$ cat config.mk
export PLATFORM = sky130hd
export DESIGN_NAME = regfile_mp
export DESIGN_NICKNAME = d
export VERILOG_FILES = /design/src/rtl/regfile_pkg.sv /design/src/rtl/regfile_clr_fsm.sv /design/src/rtl/regfile_mp.sv
export SDC_FILE = /design/constraint.sdc
export NUM_CORES = 2
export LEC_CHECK = 0
export ABC_AREA = 1
export CAP_MARGIN = 20
export CORE_MARGIN = 2
export CORE_UTILIZATION = 33
export DETAILED_ROUTE_END_ITERATION = 8
export GPL_TIMING_DRIVEN = 1
export SYNTH_ARGS = -nofsm -noshare
export SYNTH_HDL_FRONTEND = slang
export SYNTH_SLANG_ARGS = --single-unit
$ cat constraint.sdc
create_clock -name clk_i -period 5.35 [get_ports clk_i]
set_input_delay 0.535 -clock clk_i [delete_from_list [all_inputs] [get_ports clk_i]]
set_output_delay 0.535 -clock clk_i [all_outputs]
set_load 0.05 [all_outputs]
$ cat src/rtl/regfile_pkg.sv
// Shared types and default sizes for the multi-port register file.
package regfile_pkg;

  typedef enum logic [1:0] {
    IDLE  = 2'd0,
    CLEAR = 2'd1,
    DONE  = 2'd2
  } clr_state_e;

  localparam int DEF_DATA_W = 32;
  localparam int DEF_ADDR_W = 5;
  localparam int DEF_NRD    = 2;

endpackage

$ cat src/rtl/regfile_clr_fsm.sv
// Bulk-clear sequencer: walks entries 1..DEPTH-1 one per cycle, then pulses done.
module regfile_clr_fsm
  import regfile_pkg::*;
#(
  parameter int ADDR_W = DEF_ADDR_W
) (
  input  logic              clk_i,
  input  logic              reset_n_i,
  input  logic              clr_req_i,
  output logic              idle_o,
  output logic              clr_busy_o,
  output logic              clr_done_o,
  output logic              clr_we_o,
  output logic [ADDR_W-1:0] clr_addr_o
);

  localparam logic [ADDR_W-1:0] LAST = {ADDR_W{1'b1}};

  clr_state_e        state_q;
  logic [ADDR_W-1:0] cnt_q;
  logic              busy_q;
  logic              done_q;

  // Entry 0 is hard-wired to zero, so the walk starts at 1 and parks at LAST.
  always_ff @(posedge clk_i or negedge reset_n_i) begin
    if (!reset_n_i) begin
      state_q <= IDLE;
      cnt_q   <= '0;
      busy_q  <= 1'b0;
      done_q  <= 1'b0;
    end else begin
      case (state_q)
        IDLE: begin
          if (clr_req_i) begin
            state_q <= CLEAR;
            cnt_q   <= ADDR_W'(1);
            busy_q  <= 1'b1;
          end
        end
        CLEAR: begin
          if (cnt_q == LAST) begin
            state_q <= DONE;
            done_q  <= 1'b1;
          end else begin
            cnt_q <= cnt_q + ADDR_W'(1);
          end
        end
        DONE: begin
          state_q <= IDLE;
          busy_q  <= 1'b0;
          done_q  <= 1'b0;
        end
        default: begin
          state_q <= IDLE;
          busy_q  <= 1'b0;
          done_q  <= 1'b0;
        end
      endcase
    end
  end

  assign idle_o     = (state_q == IDLE);
  assign clr_busy_o = busy_q;
  assign clr_done_o = done_q;
  assign clr_we_o   = (state_q == CLEAR);
  assign clr_addr_o = cnt_q;

endmodule

$ cat src/rtl/regfile_mp.sv
// Parametrised multi-read-port register file with write bypass,
// per-entry pending bits and a sequenced bulk clear.
module regfile_mp
  import regfile_pkg::*;
#(
  parameter int DATA_W = DEF_DATA_W,
  parameter int ADDR_W = DEF_ADDR_W,
  parameter int NRD    = DEF_NRD,
  parameter int BYPASS = 1
) (
  input  logic                  clk_i,
  input  logic                  reset_n_i,
  input  logic [NRD*ADDR_W-1:0] rd_addr_i,
  output logic [NRD*DATA_W-1:0] rd_data_o,
  output logic [NRD-1:0]        rd_pend_o,
  input  logic                  wr_en_i,
  input  logic [ADDR_W-1:0]     wr_addr_i,
  input  logic [DATA_W-1:0]     wr_data_i,
  input  logic                  rsv_en_i,
  input  logic [ADDR_W-1:0]     rsv_addr_i,
  input  logic                  clr_req_i,
  output logic                  clr_busy_o,
  output logic                  clr_done_o
);

  localparam int DEPTH = 1 << ADDR_W;

  logic [DATA_W-1:0] mem_q [DEPTH];
  logic [DATA_W-1:0] mem_d [DEPTH];
  logic [DEPTH-1:0]  pend_q;
  logic [DEPTH-1:0]  pend_d;

  logic              idle;
  logic              clr_we;
  logic [ADDR_W-1:0] clr_addr;
  logic              wr_ok;
  logic              rsv_ok;

  regfile_clr_fsm #(
    .ADDR_W(ADDR_W)
  ) u_clr_fsm (
    .clk_i      (clk_i),
    .reset_n_i  (reset_n_i),
    .clr_req_i  (clr_req_i),
    .idle_o     (idle),
    .clr_busy_o (clr_busy_o),
    .clr_done_o (clr_done_o),
    .clr_we_o   (clr_we),
    .clr_addr_o (clr_addr)
  );

  assign wr_ok  = wr_en_i  && idle && (wr_addr_i  != '0);
  assign rsv_ok = rsv_en_i && idle && (rsv_addr_i != '0);

  // Reserve is applied last so it wins over a same-address write.
  always_comb begin
    mem_d  = mem_q;
    pend_d = pend_q;
    if (clr_we) begin
      mem_d[clr_addr]  = '0;
      pend_d[clr_addr] = 1'b0;
    end
    if (wr_ok) begin
      mem_d[wr_addr_i]  = wr_data_i;
      pend_d[wr_addr_i] = 1'b0;
    end
    if (rsv_ok) begin
      pend_d[rsv_addr_i] = 1'b1;
    end
  end

  always_ff @(posedge clk_i or negedge reset_n_i) begin
    if (!reset_n_i) begin
      for (int i = 0; i < DEPTH; i++) begin
        mem_q[i] <= '0;
      end
      pend_q <= '0;
    end else begin
      mem_q  <= mem_d;
      pend_q <= pend_d;
    end
  end

  for (genvar k = 0; k < NRD; k++) begin : g_rd
    logic [ADDR_W-1:0] addr;
    logic              byp;

    assign addr = rd_addr_i[k*ADDR_W +: ADDR_W];
    assign byp  = (BYPASS != 0) && wr_en_i && idle && (wr_addr_i == addr);

    assign rd_data_o[k*DATA_W +: DATA_W] = (addr == '0) ? '0 :
                                           byp          ? wr_data_i :
                                                          mem_q[addr];
    assign rd_pend_o[k] = pend_q[addr];
  end

endmodule

Word level (Yosys, flattened, before mapping)
Index checks and enable logic that the tools add are counted.

storage, ports and cells
  output and inout bits = 68
  word-level logic and storage cells = 133
  bits in registers = 1065
  input bits = 57

operators by class
  add/subtract/negate cells = 1
  magnitude comparators = 14
  bitwise gates (word level) = 13
  equal/unequal tests = 7
  reduce and logical (&&, ||, !) cells = 21
  muxes and demuxes = 40

operators with widths
  kind                    count
  $mux W1024              2
  $and A1024 B1024 Y1024  1
  $bwmux W1024            1
  $not A1024 Y1024        1
  $mux W32                13
  $bmux W32 S5            2
  $demux W32 S5           2
  $and A32 B32 Y32        2
  $not A32 Y32            2
  $or A32 B32 Y32         1
  $lt A5 B6 Y1 const B    5
  $ge A6 B6 Y1 const B    4
  $not A5 Y6              4
  $demux W1 S5            3
  $ge A5 B1 Y1 const B    3
  $lt A6 B1 Y1 const B    2
  $logic_and A1 B1 Y1     11
  $bmux W1 S5             2
  $eq A5 B5 Y1            2
  $logic_not A5 Y1        2
  $mux W5                 2
  $pmux W5 S2             1
  $reduce_bool A5 Y1      2
  $mux W1                 7
  13 further kinds        19

Logic depth before layout (Yosys ltp)
  word-level depth = 11
  mapped depth = 12
  mapped depth without buffers = 10

Modules after synthesis
Synthesis repeated with hierarchy kept, for this count alone.

unflattened totals
  cell total of the unflattened synthesis = 9873
  area total of the unflattened synthesis = 65510.3 um2

by module, submodules not included
  module           sequential area each (um2)  instances  cells each  area an instance (um2)
  regfile_mp       26425.3                     1          9823        65076.2
  regfile_clr_fsm  225.2                       1          50          434.2

Worst setup path before layout
Ideal clock, no wire load.

  kind = input to output
  start point = input rd_addr_i[0]
  end point = output rd_data_o[23]
  path slack = 2432 ps
  stages on the path = 12
  required time = 4815 ps
  buffers on the path = 3
  arrival = 2383 ps
  cell sequence = buf_2 > inv_1 > buf_2 > clkbuf_1 > nand2_1 > nand3_1 > nand2_1 > a21oi_1 > nor2_1 > nand2_1 > nand2_1 > a21oi_1

on the way
  cells in the longest elaborated chain, start to end = 6
  elaborated cells between the ends (all ways) = 9
  classes of those cells = eq/ne (1); mux (5); bitwise (1); reduce/logical (2)

RTL lines
  what                                         line              RTL
  start: declaration                           regfile_mp.sv:13  input logic [NRD*ADDR_W-1:0] rd_addr_i,
  $not A5 Y6 (implied by the code)             regfile_mp.sv:93  mem_q[addr];
  $bmux W32 S5                                 regfile_mp.sv:93
  $mux W32 (implied by the code) (2 in a row)  regfile_mp.sv:93
  $mux W32                                     regfile_mp.sv:92  byp ? wr_data_i :
  $mux W32 (*)                                 regfile_mp.sv:91  assign rd_data_o[k*DATA_W +: DATA_W] = (addr == '0) ? '0 :
  end: declaration                             regfile_mp.sv:14  output logic [NRD*DATA_W-1:0] rd_data_o,

Mark *: on every way between the ends. The rest lies on a longest branch, timed or not. The select of a mux whose other input is x is not followed.

Worst setup path after layout
  start point = register u_clr_fsm.state_q[1]
  end point = output rd_data_o[55]

on the way
  cells in the longest elaborated chain, start to end = 5

RTL lines
  what                              line                   RTL
  start: declaration                regfile_clr_fsm.sv:19  clr_state_e state_q;
  start signal: assignment          regfile_clr_fsm.sv:27  state_q <= IDLE;
  start signal: assignment          regfile_clr_fsm.sv:35  state_q <= CLEAR;
  start signal: assignment          regfile_clr_fsm.sv:42  state_q <= DONE;
  $logic_not A2 Y1                  regfile_clr_fsm.sv:62  assign idle_o = (state_q == IDLE);
  $logic_and A1 B1 Y1 (2 in a row)  regfile_mp.sv:89       assign byp = (BYPASS != 0) && wr_en_i && idle && (wr_addr_i == addr);
  $mux W32                          regfile_mp.sv:92
  $mux W32                          regfile_mp.sv:91

Every way passes these cells.

==> flow_summary.rst <==
.. list-table::
   :header-rows: 1

   * - Metric
     - Value
   * - Run status
     - completed
   * - Type of the worst setup path
     - flip-flop to primary output
   * - Largest stage delay on the critical path
     - ~0.53 ns
   * - Peak VDD IR
     - 0.276 mV
   * - R2R cell count
     - 7
   * - Sequential cell area fraction in the yosys report
     - around two fifths
   * - Worst Hold Class
     - input port to asynchronous set/reset pin
   * - CP Max Fanout
     - 7
   * - Commonest non-fill, non-tap cell in the layout
     - sky130_fd_sc_hd__nand2_1
   * - Maximum buffer depth of the clock tree
     - 3
   * - Clock slew at reported path FFs
     - 0.06 ns
   * - Library cells used by synthesis
     - 37
   * - Number of global-route vias before repair
     - between 60,000 and 70,000
   * - Clock tree sinks
     - 1,065
   * - Hold violation count in the final report
     - 0
   * - Total routing resource utilization after global routing
     - 28.6%
   * - Setup clock skew after layout
     - 0.0440 ns
   * - Post-Syn Nets
     - ~10,000
   * - Fraction of registers with async set/reset
     - 100%
   * - Share of layout cells above drive strength 1
     - 5.54%
   * - Ordered cell list for the critical path
     - nor2_2 -> nand2_4 -> nor3_1 -> nand3_4 -> inv_1 -> a21oi_1 -> nand2_1 -> inv_1 -> buf_4
   * - Arrival time of data at the critical path endpoint
     - 3.83 ns
   * - Number of flip-flops and latches in the synthesized netlist
     - roughly 1,100
   * - Num ports
     - approximately 130
   * - Synthesized area divided by synthesized cell count
     - between 6 and 7 um2
   * - Post-placement cell area
     - 69,100 um2
   * - Layout overhead on the synthesized area
     - 11.4%
   * - Total clock buffers created by CTS
     - 120
   * - Setup Total Neg Slack
     - 0 ns
   * - CP max stage cell
     - sky130_fd_sc_hd__inv_1
   * - First-pass iteration count of the detailed router
     - 6
   * - Most frequent cell on the critical path
     - sky130_fd_sc_hd__inv_1
   * - Top cell type by total area after synthesis
     - sky130_fd_sc_hd__dfrtp_1
   * - Global-route wire length before repair
     - between 400,000 and 500,000 um
   * - Leakage power of the design
     - 0.0338 uW
   * - Reg-to-Reg End
     - mem_q[462]
   * - DR vias/cell
     - 5.68
   * - Final setup fails
     - 0
   * - Capturing element type of the critical path
     - primary output
   * - Post-synth top flop
     - sky130_fd_sc_hd__dfrtp_1
   * - Relative slew slack
     - 16.1%
   * - Final RePlAce weighted congestion
     - 0.939
   * - DPL Wire Length
     - 168,000 um
   * - Max-slew violation count
     - 0
   * - Clock latency at the later pin of the worst-skew pair
     - 0.80 ns
   * - Number of DRC violations after detailed-routing iteration 0
     - 9,277
   * - Placeable Area
     - 198,000 um2
   * - Maximum achievable frequency
     - 229 MHz
   * - Wire length reported by the detailed router
     - 299,000 um
   * - Clock tree root driver cell
     - sky130_fd_sc_hd__clkbuf_16
   * - Commonest cells after routing, fill and taps aside
     - sky130_fd_sc_hd__nand2_1 (2,543), sky130_fd_sc_hd__o21ai_0 (1,370), sky130_fd_sc_hd__nand3_1 (1,142)
   * - Fillcell total
     - 20,943
   * - RSZ-0062 raised after global routing
     - no
   * - Minimum period implied by the final worst setup slack
     - 4.36 ns
   * - Initial antenna violation count
     - 19
   * - Synthesized instance count
     - slightly below 10,000
   * - Die area
     - 203,000 um2
   * - Number of nets in the finished design
     - 9,553
   * - Summed instance area of the synthesized netlist
     - 65,800 um2
   * - Die Y
     - between 400 and 500 um
   * - Maximum number of pins on one net before global-route repair
     - around 160
   * - TritonCTS clock tree
     - yes
   * - Number of warning messages in the yosys log
     - 0
   * - Required time at the endpoint of the critical path
     - 4.82 ns
   * - Buffers added on ports
     - 124
   * - Power per cell area
     - 318 nW/um2
   * - Gates resized, CTS repair
     - 0
   * - Top area cells in the synthesized netlist
     - sky130_fd_sc_hd__dfrtp_1 (40%), sky130_fd_sc_hd__nand2_1 (15%), sky130_fd_sc_hd__o21ai_0 (10%)
   * - Detail Route Antenna Nets
     - 0
   * - Routed vias
     - 69,541
   * - Finished Cell Area
     - roughly 73,000 um2
   * - Number of placement rows
     - 163
   * - DRC violations left
     - 0
   * - R2r startpoint
     - u_clr_fsm.state_q[1]
   * - Number of max-cap violations
     - 0
   * - Effective utilization at floorplan
     - 33.3%
   * - Leftover overflow at the end of global routing
     - 0
   * - Width of the die
     - around 450 um
   * - Portion of the clock cycle consumed by the worst path in the final layout
     - between 80% and 90%
   * - DR WL/cell
     - 24.4 um
   * - Clock H-tree levels
     - 3
   * - Share of Yosys cell area claimed by the top area cell type
     - roughly two fifths
   * - Startpoint kind of the worst setup timing path
     - flip-flop
   * - Worst-margin pin slew
     - between 1 and 1.5 ns
   * - FF-to-FF setup slack
     - between 1.5 and 2 ns
   * - Number of flops mapped to enable cells by yosys
     - 0
routing by layer:
metal | wire (um) | vias to the layer above | global-route usage [%]
met5 | 87 | - | 0
met2 | 127000 | 4570 | 42.7
met4 | 22600 | 12 | 19.0
met1 | 114000 | 32838 | 36.8
li1 | - | 31027 | -
met3 | 35600 | 1094 | 6.75
critical path, delay by kind of cell, from the launching register on:
family	cells	cell delay (ns)
and+or+nand+nor	5	1.37
buffers and inverters	3	0.78
DFF	1	0.46
AOI/OAI and AO/OA	1	0.42
sequential cells by signal, indices dropped and copies added, names as in the netlist:
register / count
u_clr_fsm.clr_busy_o: 1
u_clr_fsm.clr_done_o: 1
mem_q: 1024
u_clr_fsm.clr_addr_o: 5
pend_q: 32
u_clr_fsm.state_q: 2
Yosys cell counts (2+ instances only):
| cell type | instances |
|---|---|
| sky130_fd_sc_hd__nand2_1 | 2567 |
| sky130_fd_sc_hd__o21ai_0 | 1370 |
| sky130_fd_sc_hd__nand3_1 | 1148 |
| sky130_fd_sc_hd__nor2_1 | 1079 |
| sky130_fd_sc_hd__dfrtp_1 | 1065 |
| sky130_fd_sc_hd__inv_1 | 993 |
| sky130_fd_sc_hd__clkbuf_1 | 501 |
| sky130_fd_sc_hd__a21oi_1 | 317 |
| sky130_fd_sc_hd__o211ai_1 | 269 |
| sky130_fd_sc_hd__buf_2 | 242 |
| sky130_fd_sc_hd__nand3b_1 | 118 |
| sky130_fd_sc_hd__buf_1 | 89 |
| sky130_fd_sc_hd__o21ai_1 | 60 |
| sky130_fd_sc_hd__buf_4 | 30 |
| sky130_fd_sc_hd__a31oi_1 | 17 |
| sky130_fd_sc_hd__o22ai_1 | 16 |
| sky130_fd_sc_hd__nand4_1 | 10 |
| sky130_fd_sc_hd__nor3_1 | 9 |
| sky130_fd_sc_hd__ha_1 | 7 |
| sky130_fd_sc_hd__clkinv_1 | 4 |
| sky130_fd_sc_hd__nor3_2 | 4 |
| sky130_fd_sc_hd__or2_2 | 4 |
| sky130_fd_sc_hd__inv_2 | 3 |
| sky130_fd_sc_hd__nor2_2 | 3 |
| sky130_fd_sc_hd__o221ai_1 | 3 |
| sky130_fd_sc_hd__xor2_1 | 3 |
| sky130_fd_sc_hd__buf_6 | 2 |
| sky130_fd_sc_hd__nor2_4 | 2 |
stage by stage:
step	power [uW]	hold slack, ns	setup WS (ns)	util, %	std cells
4_1_cts	23200	0.423	1.13	37.0	12221
5_1_grt	24200	0.474	0.919	37.1	12234
6_report	23300	0.403	0.988	37.1	12243
2_1_floorplan	12300	0.239	2.43	-	9944
3_5_place_dp	14600	0.493	1.53	34.9	12000
3_3_place_gp	14500	0.484	1.49	34.9	11996
logic make-up after synthesis:
logic type | count (synthesis) | synth area share (%)
buffers and inverters | 1865 | 11.3
adder cells (fa/ha/maj) | 7 | 0.133
AND/OR/NAND/NOR | 4948 | 31.3
flip-flops | 1065 | 40.5
XOR/XNOR | 3 | 0.0399
AO/OA/AOI/OAI | 2056 | 16.8
repair_timing:
| item | CTS | global route |
|---|---|---|
| buffers inserted | 0 | 0 |
| hold buffers | 1 | 0 |
| endpoints found under the hold margin | 71 | 0 |
final cells by class:
cell class	count	area, um2	area share [%]
antenna	16	40.0	0.0546
clock buffer	178	3620	4.94
clock inverter	42	425	0.580
inverter	1001	3790	5.17
multi-input combinational	7014	32200	44.0
sequential	1065	26700	36.3
tap	2640	3300	4.50
timing repair buffer	287	3270	4.46
how the worst max path moves through the flow:
stage,from,depth (start not counted),end
6_report,u_clr_fsm.state_q[1],9,rd_data_o[55]
5_1_grt,u_clr_fsm.state_q[1],9,rd_data_o[54]
3_3_place_gp,rd_addr_i[2],13,rd_data_o[25]
2_1_floorplan,rd_addr_i[0],12,rd_data_o[23]
4_1_cts,u_clr_fsm.state_q[1],9,rd_data_o[54]
3_5_place_dp,rd_addr_i[0],10,rd_data_o[14]
power by group:
part | switching, uW | total [uW] | leakage, uW | internal, uW
sequential | 325 | 9010 | 0.0148 | 8690
clock | 3750 | 8690 | 0.00202 | 4940
combinational | 4140 | 5640 | 0.0170 | 1510
total | 8210 | 23300 | 0.0338 | 15100
Power figures use the tool's default switching activity.
